==> src/rtl/aes_axil_master.sv <==
// AXI4-Lite master that feeds one 128-bit key/plaintext job at a time into the
// AES slave wrapper. It writes the key and plaintext words, waits a fixed number
// of cycles for the core, then reads back the ciphertext and presents it downstream.
module aes_axil_master #(
  parameter int unsigned        ADDR_W   = 6,
  parameter int unsigned        ENC_WAIT = 16,
  parameter logic [ADDR_W-1:0]  KEY_BASE = 'h10,
  parameter logic [ADDR_W-1:0]  PT_BASE  = 'h00,
  parameter logic [ADDR_W-1:0]  CT_BASE  = 'h20
) (
  input  logic              ACLK,
  input  logic              ARESET,
  input  logic              s_valid,
  output logic              s_ready,
  input  logic [127:0]      s_key,
  input  logic [127:0]      s_pt,
  input  logic              s_key_same,
  output logic              m_valid,
  input  logic              m_ready,
  output logic [127:0]      m_ct,
  output logic              m_err,
  output logic              busy,
  output logic [ADDR_W-1:0] M_AXI_AWADDR,
  output logic              M_AXI_AWVALID,
  input  logic              M_AXI_AWREADY,
  output logic [2:0]        M_AXI_AWPROT,
  output logic [31:0]       M_AXI_WDATA,
  output logic [3:0]        M_AXI_WSTRB,
  output logic              M_AXI_WVALID,
  input  logic              M_AXI_WREADY,
  input  logic [1:0]        M_AXI_BRESP,
  input  logic              M_AXI_BVALID,
  output logic              M_AXI_BREADY,
  output logic [ADDR_W-1:0] M_AXI_ARADDR,
  output logic              M_AXI_ARVALID,
  input  logic              M_AXI_ARREADY,
  output logic [2:0]        M_AXI_ARPROT,
  input  logic [31:0]       M_AXI_RDATA,
  input  logic [1:0]        M_AXI_RRESP,
  input  logic              M_AXI_RVALID,
  output logic              M_AXI_RREADY
);

  typedef enum logic [2:0] {
    S_IDLE, S_WR, S_BRESP, S_WAIT, S_RADDR, S_RDATA, S_OUT
  } state_t;

  localparam int unsigned      CNT_W    = (ENC_WAIT > 1) ? $clog2(ENC_WAIT) : 1;
  localparam logic [CNT_W-1:0] CNT_LAST = CNT_W'(ENC_WAIT - 1);

  state_t              state_q, state_d;
  logic [2:0]          idx_q, idx_d;
  logic [127:0]        key_q, key_d;
  logic [127:0]        pt_q, pt_d;
  logic [127:0]        ct_q, ct_d;
  logic                err_q, err_d;
  logic                key_loaded_q, key_loaded_d;
  logic                awvalid_q, awvalid_d;
  logic                wvalid_q, wvalid_d;
  logic                arvalid_q, arvalid_d;
  logic [ADDR_W-1:0]   awaddr_q, awaddr_d;
  logic [31:0]         wdata_q, wdata_d;
  logic [ADDR_W-1:0]   araddr_q, araddr_d;
  logic [CNT_W-1:0]    cnt_q, cnt_d;
  logic                s_ready_q, s_ready_d;

  // Words 0-3 go to the key registers, words 4-7 to the plaintext registers.
  function automatic logic [ADDR_W-1:0] wr_addr(input logic [2:0] i);
    logic [ADDR_W-1:0] off;
    off = ADDR_W'({i[1:0], 2'b00});
    return i[2] ? (PT_BASE + off) : (KEY_BASE + off);
  endfunction

  function automatic logic [31:0] wr_word(input logic [255:0] kp, input logic [2:0] i);
    return kp[{3'd7 - i, 5'd0} +: 32];
  endfunction

  function automatic logic [ADDR_W-1:0] rd_addr(input logic [1:0] i);
    return CT_BASE + ADDR_W'({i, 2'b00});
  endfunction

  // Next-state and datapath decisions; every register holds unless a state updates it.
  always_comb begin
    state_d      = state_q;
    idx_d        = idx_q;
    key_d        = key_q;
    pt_d         = pt_q;
    ct_d         = ct_q;
    err_d        = err_q;
    key_loaded_d = key_loaded_q;
    awvalid_d    = awvalid_q;
    wvalid_d     = wvalid_q;
    arvalid_d    = arvalid_q;
    awaddr_d     = awaddr_q;
    wdata_d      = wdata_q;
    araddr_d     = araddr_q;
    cnt_d        = cnt_q;
    case (state_q)
      S_IDLE: begin
        if (s_valid && s_ready_q) begin
          key_d     = s_key;
          pt_d      = s_pt;
          idx_d     = (s_key_same && key_loaded_q) ? 3'd4 : 3'd0;
          err_d     = 1'b0;
          awvalid_d = 1'b1;
          wvalid_d  = 1'b1;
          awaddr_d  = wr_addr(idx_d);
          wdata_d   = wr_word({s_key, s_pt}, idx_d);
          state_d   = S_WR;
        end
      end
      S_WR: begin
        if (awvalid_q && M_AXI_AWREADY) awvalid_d = 1'b0;
        if (wvalid_q && M_AXI_WREADY)   wvalid_d  = 1'b0;
        if (!awvalid_d && !wvalid_d)    state_d   = S_BRESP;
      end
      S_BRESP: begin
        if (M_AXI_BVALID) begin
          err_d = err_q | (M_AXI_BRESP != 2'b00);
          if (idx_q == 3'd7) begin
            key_loaded_d = 1'b1;
            cnt_d        = '0;
            state_d      = S_WAIT;
          end else begin
            idx_d     = idx_q + 3'd1;
            awvalid_d = 1'b1;
            wvalid_d  = 1'b1;
            awaddr_d  = wr_addr(idx_d);
            wdata_d   = wr_word({key_q, pt_q}, idx_d);
            state_d   = S_WR;
          end
        end
      end
      S_WAIT: begin
        if (cnt_q == CNT_LAST) begin
          idx_d     = 3'd0;
          arvalid_d = 1'b1;
          araddr_d  = rd_addr(2'd0);
          state_d   = S_RADDR;
        end else begin
          cnt_d = cnt_q + 1'b1;
        end
      end
      S_RADDR: begin
        if (M_AXI_ARREADY) begin
          arvalid_d = 1'b0;
          state_d   = S_RDATA;
        end
      end
      S_RDATA: begin
        if (M_AXI_RVALID) begin
          ct_d[{2'd3 - idx_q[1:0], 5'd0} +: 32] = M_AXI_RDATA;
          err_d = err_q | (M_AXI_RRESP != 2'b00);
          if (idx_q == 3'd3) begin
            state_d = S_OUT;
          end else begin
            idx_d     = idx_q + 3'd1;
            arvalid_d = 1'b1;
            araddr_d  = rd_addr(idx_d[1:0]);
            state_d   = S_RADDR;
          end
        end
      end
      S_OUT: begin
        if (m_ready) state_d = S_IDLE;
      end
      default: state_d = S_IDLE;
    endcase
    // Registered so that s_ready only rises the cycle after the result handshake.
    s_ready_d = (state_d == S_IDLE);
  end

  // State register; reset aborts any transfer and forgets the loaded key.
  always_ff @(posedge ACLK or posedge ARESET) begin
    if (ARESET) begin
      state_q      <= S_IDLE;
      idx_q        <= '0;
      key_q        <= '0;
      pt_q         <= '0;
      ct_q         <= '0;
      err_q        <= 1'b0;
      key_loaded_q <= 1'b0;
      awvalid_q    <= 1'b0;
      wvalid_q     <= 1'b0;
      arvalid_q    <= 1'b0;
      awaddr_q     <= '0;
      wdata_q      <= '0;
      araddr_q     <= '0;
      cnt_q        <= '0;
      s_ready_q    <= 1'b0;
    end else begin
      state_q      <= state_d;
      idx_q        <= idx_d;
      key_q        <= key_d;
      pt_q         <= pt_d;
      ct_q         <= ct_d;
      err_q        <= err_d;
      key_loaded_q <= key_loaded_d;
      awvalid_q    <= awvalid_d;
      wvalid_q     <= wvalid_d;
      arvalid_q    <= arvalid_d;
      awaddr_q     <= awaddr_d;
      wdata_q      <= wdata_d;
      araddr_q     <= araddr_d;
      cnt_q        <= cnt_d;
      s_ready_q    <= s_ready_d;
    end
  end

  assign s_ready       = s_ready_q;
  assign m_valid       = (state_q == S_OUT);
  assign m_ct          = ct_q;
  assign m_err         = err_q;
  assign busy          = (state_q != S_IDLE);
  assign M_AXI_AWADDR  = awaddr_q;
  assign M_AXI_AWVALID = awvalid_q;
  assign M_AXI_AWPROT  = 3'b000;
  assign M_AXI_WDATA   = wdata_q;
  assign M_AXI_WSTRB   = 4'b1111;
  assign M_AXI_WVALID  = wvalid_q;
  assign M_AXI_BREADY  = (state_q == S_BRESP);
  assign M_AXI_ARADDR  = araddr_q;
  assign M_AXI_ARVALID = arvalid_q;
  assign M_AXI_ARPROT  = 3'b000;
  assign M_AXI_RREADY  = (state_q == S_RDATA);

endmodule

==> config.mk <==
export PLATFORM = sky130hd
export DESIGN_NAME = aes_axil_master
export DESIGN_NICKNAME = d
export VERILOG_FILES = /design/src/rtl/aes_axil_master.sv
export SDC_FILE = /design/constraint.sdc
export NUM_CORES = 1
export LEC_CHECK = 0
export ABC_AREA = 1
export ABC_CLOCK_PERIOD_IN_PS = 23900
export CORE_MARGIN = 1.5
export CORE_UTILIZATION = 35
export DETAILED_ROUTE_END_ITERATION = 10
export SLEW_MARGIN = 20
export SYNTH_ARGS = -nofsm -noshare
export SYNTH_HDL_FRONTEND = slang
export SYNTH_SLANG_ARGS = --single-unit
==> constraint.sdc <==
create_clock -name ACLK -period 23.9 [get_ports ACLK]
set_clock_uncertainty 0.15 [all_clocks]
set_input_delay 4.78 -clock ACLK [delete_from_list [all_inputs] [get_ports ACLK]]
set_output_delay 4.78 -clock ACLK [all_outputs]
set_load 0.02 [all_outputs]
-- Word-level counts from Yosys, hierarchy flattened
Index checks and enable logic that the tools add are counted.
- bits in registers: 444
- bits of input ports: 302
- word-level logic and storage cells: 132
- $add $sub $neg: 9
- equality and inequality tests: 18
- shift-type cells: 4
- muxes and demuxes: 55
- bitwise logic cells: 2
- reduce and logical (&&, ||, !) cells: 29
- operators by type and width (kind ; number):
    indexed part select 256 x 9 -> 32 bit ; 2
    bitwise mux 128 bit ; 1
    variable shift 32 x 9 -> 128 bit (first input constant) ; 1
    indexed part select 32 x 9 -> 128 bit ; 1
    2-to-1 mux 32 bit ; 3
    one-hot mux 32 bit (2 select lines) ; 1
    2-to-1 mux 6 bit ; 8
    2-to-1 mux 3 bit ; 14
    one-hot mux 6 bit (2 select lines) ; 2
    one-hot mux 3 bit (7 select lines) ; 1
    AND reduction 4 bit ; 5
    != test 2 bit (second input constant) ; 8
    2-to-1 mux 1 bit ; 14
    adder 5 x 4 -> 6 bit (first input constant) ; 2
    == test 3 bit (second input constant) ; 4
    2-to-1 mux 4 bit ; 3
    one-hot mux 1 bit (3 select lines) ; 4
    one-hot mux 3 bit (4 select lines) ; 1
    nonzero test 3 bit ; 4
    nonzero test 2 bit ; 5
    == test 3 x 2 -> 1 bit (second input constant) ; 3
    negator 7 -> 9 bit ; 1
    one-hot mux 4 bit (2 select lines) ; 1
    AND reduction 7 bit ; 1
    17 further kinds ; 27

-- Depth between registers and ports, before layout
- depth after elaboration: 8
- gate-level depth with buffers: 12
- mapped depth without buffers: 11

-- Worst setup path after synthesis
No wires, ideal clock.
- path type: reg-to-output
- from: register state_q[0]
- to: output port M_AXI_BREADY
- arrival: 1.017 ns
- path slack: 17.953 ns
- cell stages (with the launch flop): 4
- path buffers: 0
- cells stage by stage: dfrtp_1 > inv_2 > nand2_1 > nor2_1
- cells in the longest elaborated chain, start to end: 1
- RTL lines (element ; line ; source):
    start, declared ; 51 ; state_t state_q, state_d;
    start signal, assigned ; 192 ; state_q <= state_d;
    == test 3 x 2 -> 1 bit ; 221 ; assign M_AXI_BREADY = (state_q == S_BRESP);
    end, declared ; 33 ; output logic M_AXI_BREADY,
No other way between the ends.

-- Worst setup path after layout
- from: input port s_valid
- to: register key_q[0]
- cells in the longest elaborated chain, start to end: 2
- RTL lines (element ; line ; source):
    start, declared ; 13 ; input logic s_valid,
    logical AND 1 bit ; 100 ; if (s_valid && s_ready_q) begin
    AND reduction 2 bit (no source line) ; - ;
    end signal, assigned ; 194 ; key_q <= key_d;
    end, declared ; 53 ; logic [127:0] key_q, key_d;
No other way between the ends.
A chain may end at the register's enable or synchronous reset.

==> qor.csv <==
stage;metric;value;unit
global_route;first-pass GRT wire length;112000;µm
setup_path;CP Capture Type;register;
floorplanning;io pins;493;
setup_path;crit-path max FO;153;
synthesis;Post-synth top cells;nand2_1 (1195), dfrtp_1 (438), nand3_1 (245), inv_1 (189), o21ai_0 (181);
synthesis;Post-Syn Instances;2700;
clock_tree;CTS tree;yes;
setup_path;Worst EP arrival;8.12;ns
setup_path;crit path kind;input pin to register;
routing;vias;19200;
floorplanning;Die Width;247;µm
timing;count of final setup violators;0;
floorplanning;DIE AREA;61000;µm²
timing;Fmax achieved;0.127;GHz
synthesis;number of synthesized flops with an enable pin;0;
global_route;largest net degree at the start of global routing;175;
synthesis;Most used DFF post-synth;dfrtp_1;
clock_tree;clock latency at the later pin of the worst-skew pair;0.58;ns
synthesis;area leader, netlist;dfrtp_1;
hold_path;Hold WC Path Type;register to register;
routing;Initial DRC Count;1628;
clock_tree;Post-CTS Setup Bufs;0;
global_route;Congestion Overflow GR;0;
synthesis;syn_area_per_cell;7.72;µm²
job;maxcap violations;0;
timing;unrepaired setup endpoints after global routing;no;
synthesis;Mapped Area;20800;µm²
timing;Min Clock Period, post-route;7.85;ns
placement;Post-DP HPWL;50800;µm
routing;DR WL/cell;19.1;µm
global_route;GRT Util Overall;24.0;%
synthesis;number of synthesized register bits;438;
global_route;antenna violations before repair;14;
synthesis;Yosys top cell area share;52.6;%
synthesis;dominant cells by area after synthesis;dfrtp_1 (53%), nand2_1 (22%), nand3_1 (5.9%);
timing;Max-slew headroom;22.5;%
pwr;maximum vdd drop;0.0713;mV
placement;# port buffers;476;
pwr;Final Power;3.02;mW
clock_tree;Bufs on Longest Clock Path;3;
clock_tree;CTS Hold Bufs;0;
routing;TritonRoute pass-1 iters;6;
finish;share of cells above drive strength 1;3.91;%
clock_tree;CTS clock-pin slew for the worst setup and hold paths;0.06;ns
clock_tree;clk sink count;438;
floorplanning;Initial Utilization;35.4;%
timing;Fin. Hold Viols;0;
finish;synth-to-layout area growth;31.5;%
timing;Worst-Margin Slew;1.16;ns
synthesis;synth warn;0;
synthesis;post-synthesis sequential area ratio;52.6;%
clock_tree;post-cts resize count;0;
pwr;PD cells;110;nW/µm²
setup_path;CP startpoint kind;input pin;
finish;nets;3376;
status;outcome;complete, no violations;
clock_tree;htree depth;2;
setup_path;Worst EP required;24.17;ns
routing;Post-Route WL;74100;µm
global_route;number of global-route vias before repair;18500;
floorplanning;row count;89;
routing;DRC errors left;0;
floorplanning;Die H;247;µm
synthesis;ys async rst share;100;%
placement;routability cong.;0.904;
pwr;Leakage;13.6;nW
floorplanning;core box area;58900;µm²
synthesis;most common cell in the synthesized netlist;nand2_1;
timing;Setup TNS;0;ns
routing;Detail Route Antenna Nets;0;
routing;vias per cell;4.95;
clock_tree;Num CTS Buffers;49;
timing;Pins Over Slew Limit;0;
synthesis;Netlist cell types;31;
timing;Final period util;32.8;%
clock_tree;root buffer selected by CTS;clkbuf_16;
[cells by family after synthesis]
| kind of cell | after synthesis | synth area share, % |
|---|---|---|
| and+or+nand+nor | 1546 | 30.6 |
| DFF | 438 | 52.6 |
| adders and majority gates | 7 | 0.420 |
| other | 2 | 0.0360 |
| xor gates and xnor gates | 1 | 0.0420 |
| buffers and inverters | 388 | 8.60 |
| AOI/OAI and AO/OA | 318 | 7.73 |
[report_power, final]
group / internal (mW) / switching [mW] / leakage, nW
registers: 0.987 / 0.131 / 5.64
logic: 0.373 / 0.779 / 7.16
clock network: 0.438 / 0.307 / 0.779
total: 1.80 / 1.22 / 13.6
[metrics by stage]
stage          utilization [%]  std cells  cell area [µm²]  hold WS, ns  setup WS (ns)
6_report                  46.5       3886            27400        0.328          16.05
4_1_cts                   46.4       3870            27300        0.330          16.11
2_1_floorplan                -       2714            20900        0.293           6.77
3_5_place_dp              43.7       3788            25800        0.315          15.47
3_3_place_gp              43.7       3788            25800        0.312          15.61
5_1_grt                   46.5       3885            27400        0.344          15.70
[per-layer routing]
| layer | up-vias | global-route usage (%) | part of all wire [%] |
|---|---|---|---|
| li1 | 9233 | - | - |
| met2 | 749 | 35.5 | 44 |
| met1 | 9148 | 35.1 | 46 |
| met3 | 113 | 4.18 | 7.2 |
| met4 | 0 | 8.55 | 3.2 |
| met5 | - | 0 | 0 |
[registers in the layout, summed over array words and instances (netlist names)]
signal	flops
m_err	1
M_AXI_AWVALID	1
M_AXI_ARVALID	1
key_loaded_q	1
pt_q	128
idx_q	3
m_ct	128
cnt_q	4
key_q	128
s_ready	1
M_AXI_ARADDR	3
M_AXI_WDATA	32
M_AXI_WVALID	1
M_AXI_AWADDR	3
state_q	3
[worst max-delay path, stage by stage]
cell	delay (ns)
clkdlybuf4s50_1	0.46
nand2_1	0.08
inv_1	0.11
nand3_4	0.64
inv_8	0.91
buf_4	0.80
o21ai_0	0.19
[area by class of cell]
cell class	count	area, µm²
multi-input combinational	1888	8180
sequential	438	11000
antenna	15	37.5
timing repair buffer	490	4910
clock inverter	12	124
fill	5780	31500
tap	773	967
clock buffer	70	1450
inverter	200	776
[final timing paths]
check                               start         to  slack, ns  cells after the start
worst min-delay path            key_q[91]  key_q[91]       0.33                      2
min in group asynchronous          ARESET   pt_q[24]       4.62                      2
worst min register to register  key_q[91]  key_q[91]       0.33                      2
worst max-delay path              s_valid   key_q[0]      16.05                      7
worst max register to register   idx_q[0]    m_ct[5]      19.50                      7
max in group asynchronous          ARESET  key_q[78]      17.46                      3
[layout by cell type (no fill, tap or decap), types with 3 or more instances in the layout]
master / synthesis / layout
o21ai_1: 122 / 122
inv_4: 3 / 4
o31ai_1: 6 / 6
clkbuf_1: 62 / 8
nor2_1: 31 / 30
ha_1: 7 / 6
buf_4: 44 / 11
dfrtp_1: 438 / 437
a21oi_1: 7 / 7
clkinv_2: 0 / 8
conb_1: 2 / 16
inv_1: 189 / 188
o21ai_0: 181 / 181
clkdlybuf4s50_1: 0 / 476
inv_2: 7 / 5
nand4_1: 57 / 57
nor2_4: 5 / 7
diode_2: 0 / 15
clkbuf_8: 0 / 12
nand3_1: 245 / 245
buf_12: 0 / 3
nand2_1: 1195 / 1194
clkbuf_16: 0 / 50
No activity file was read; power rests on OpenSTA's default activity.
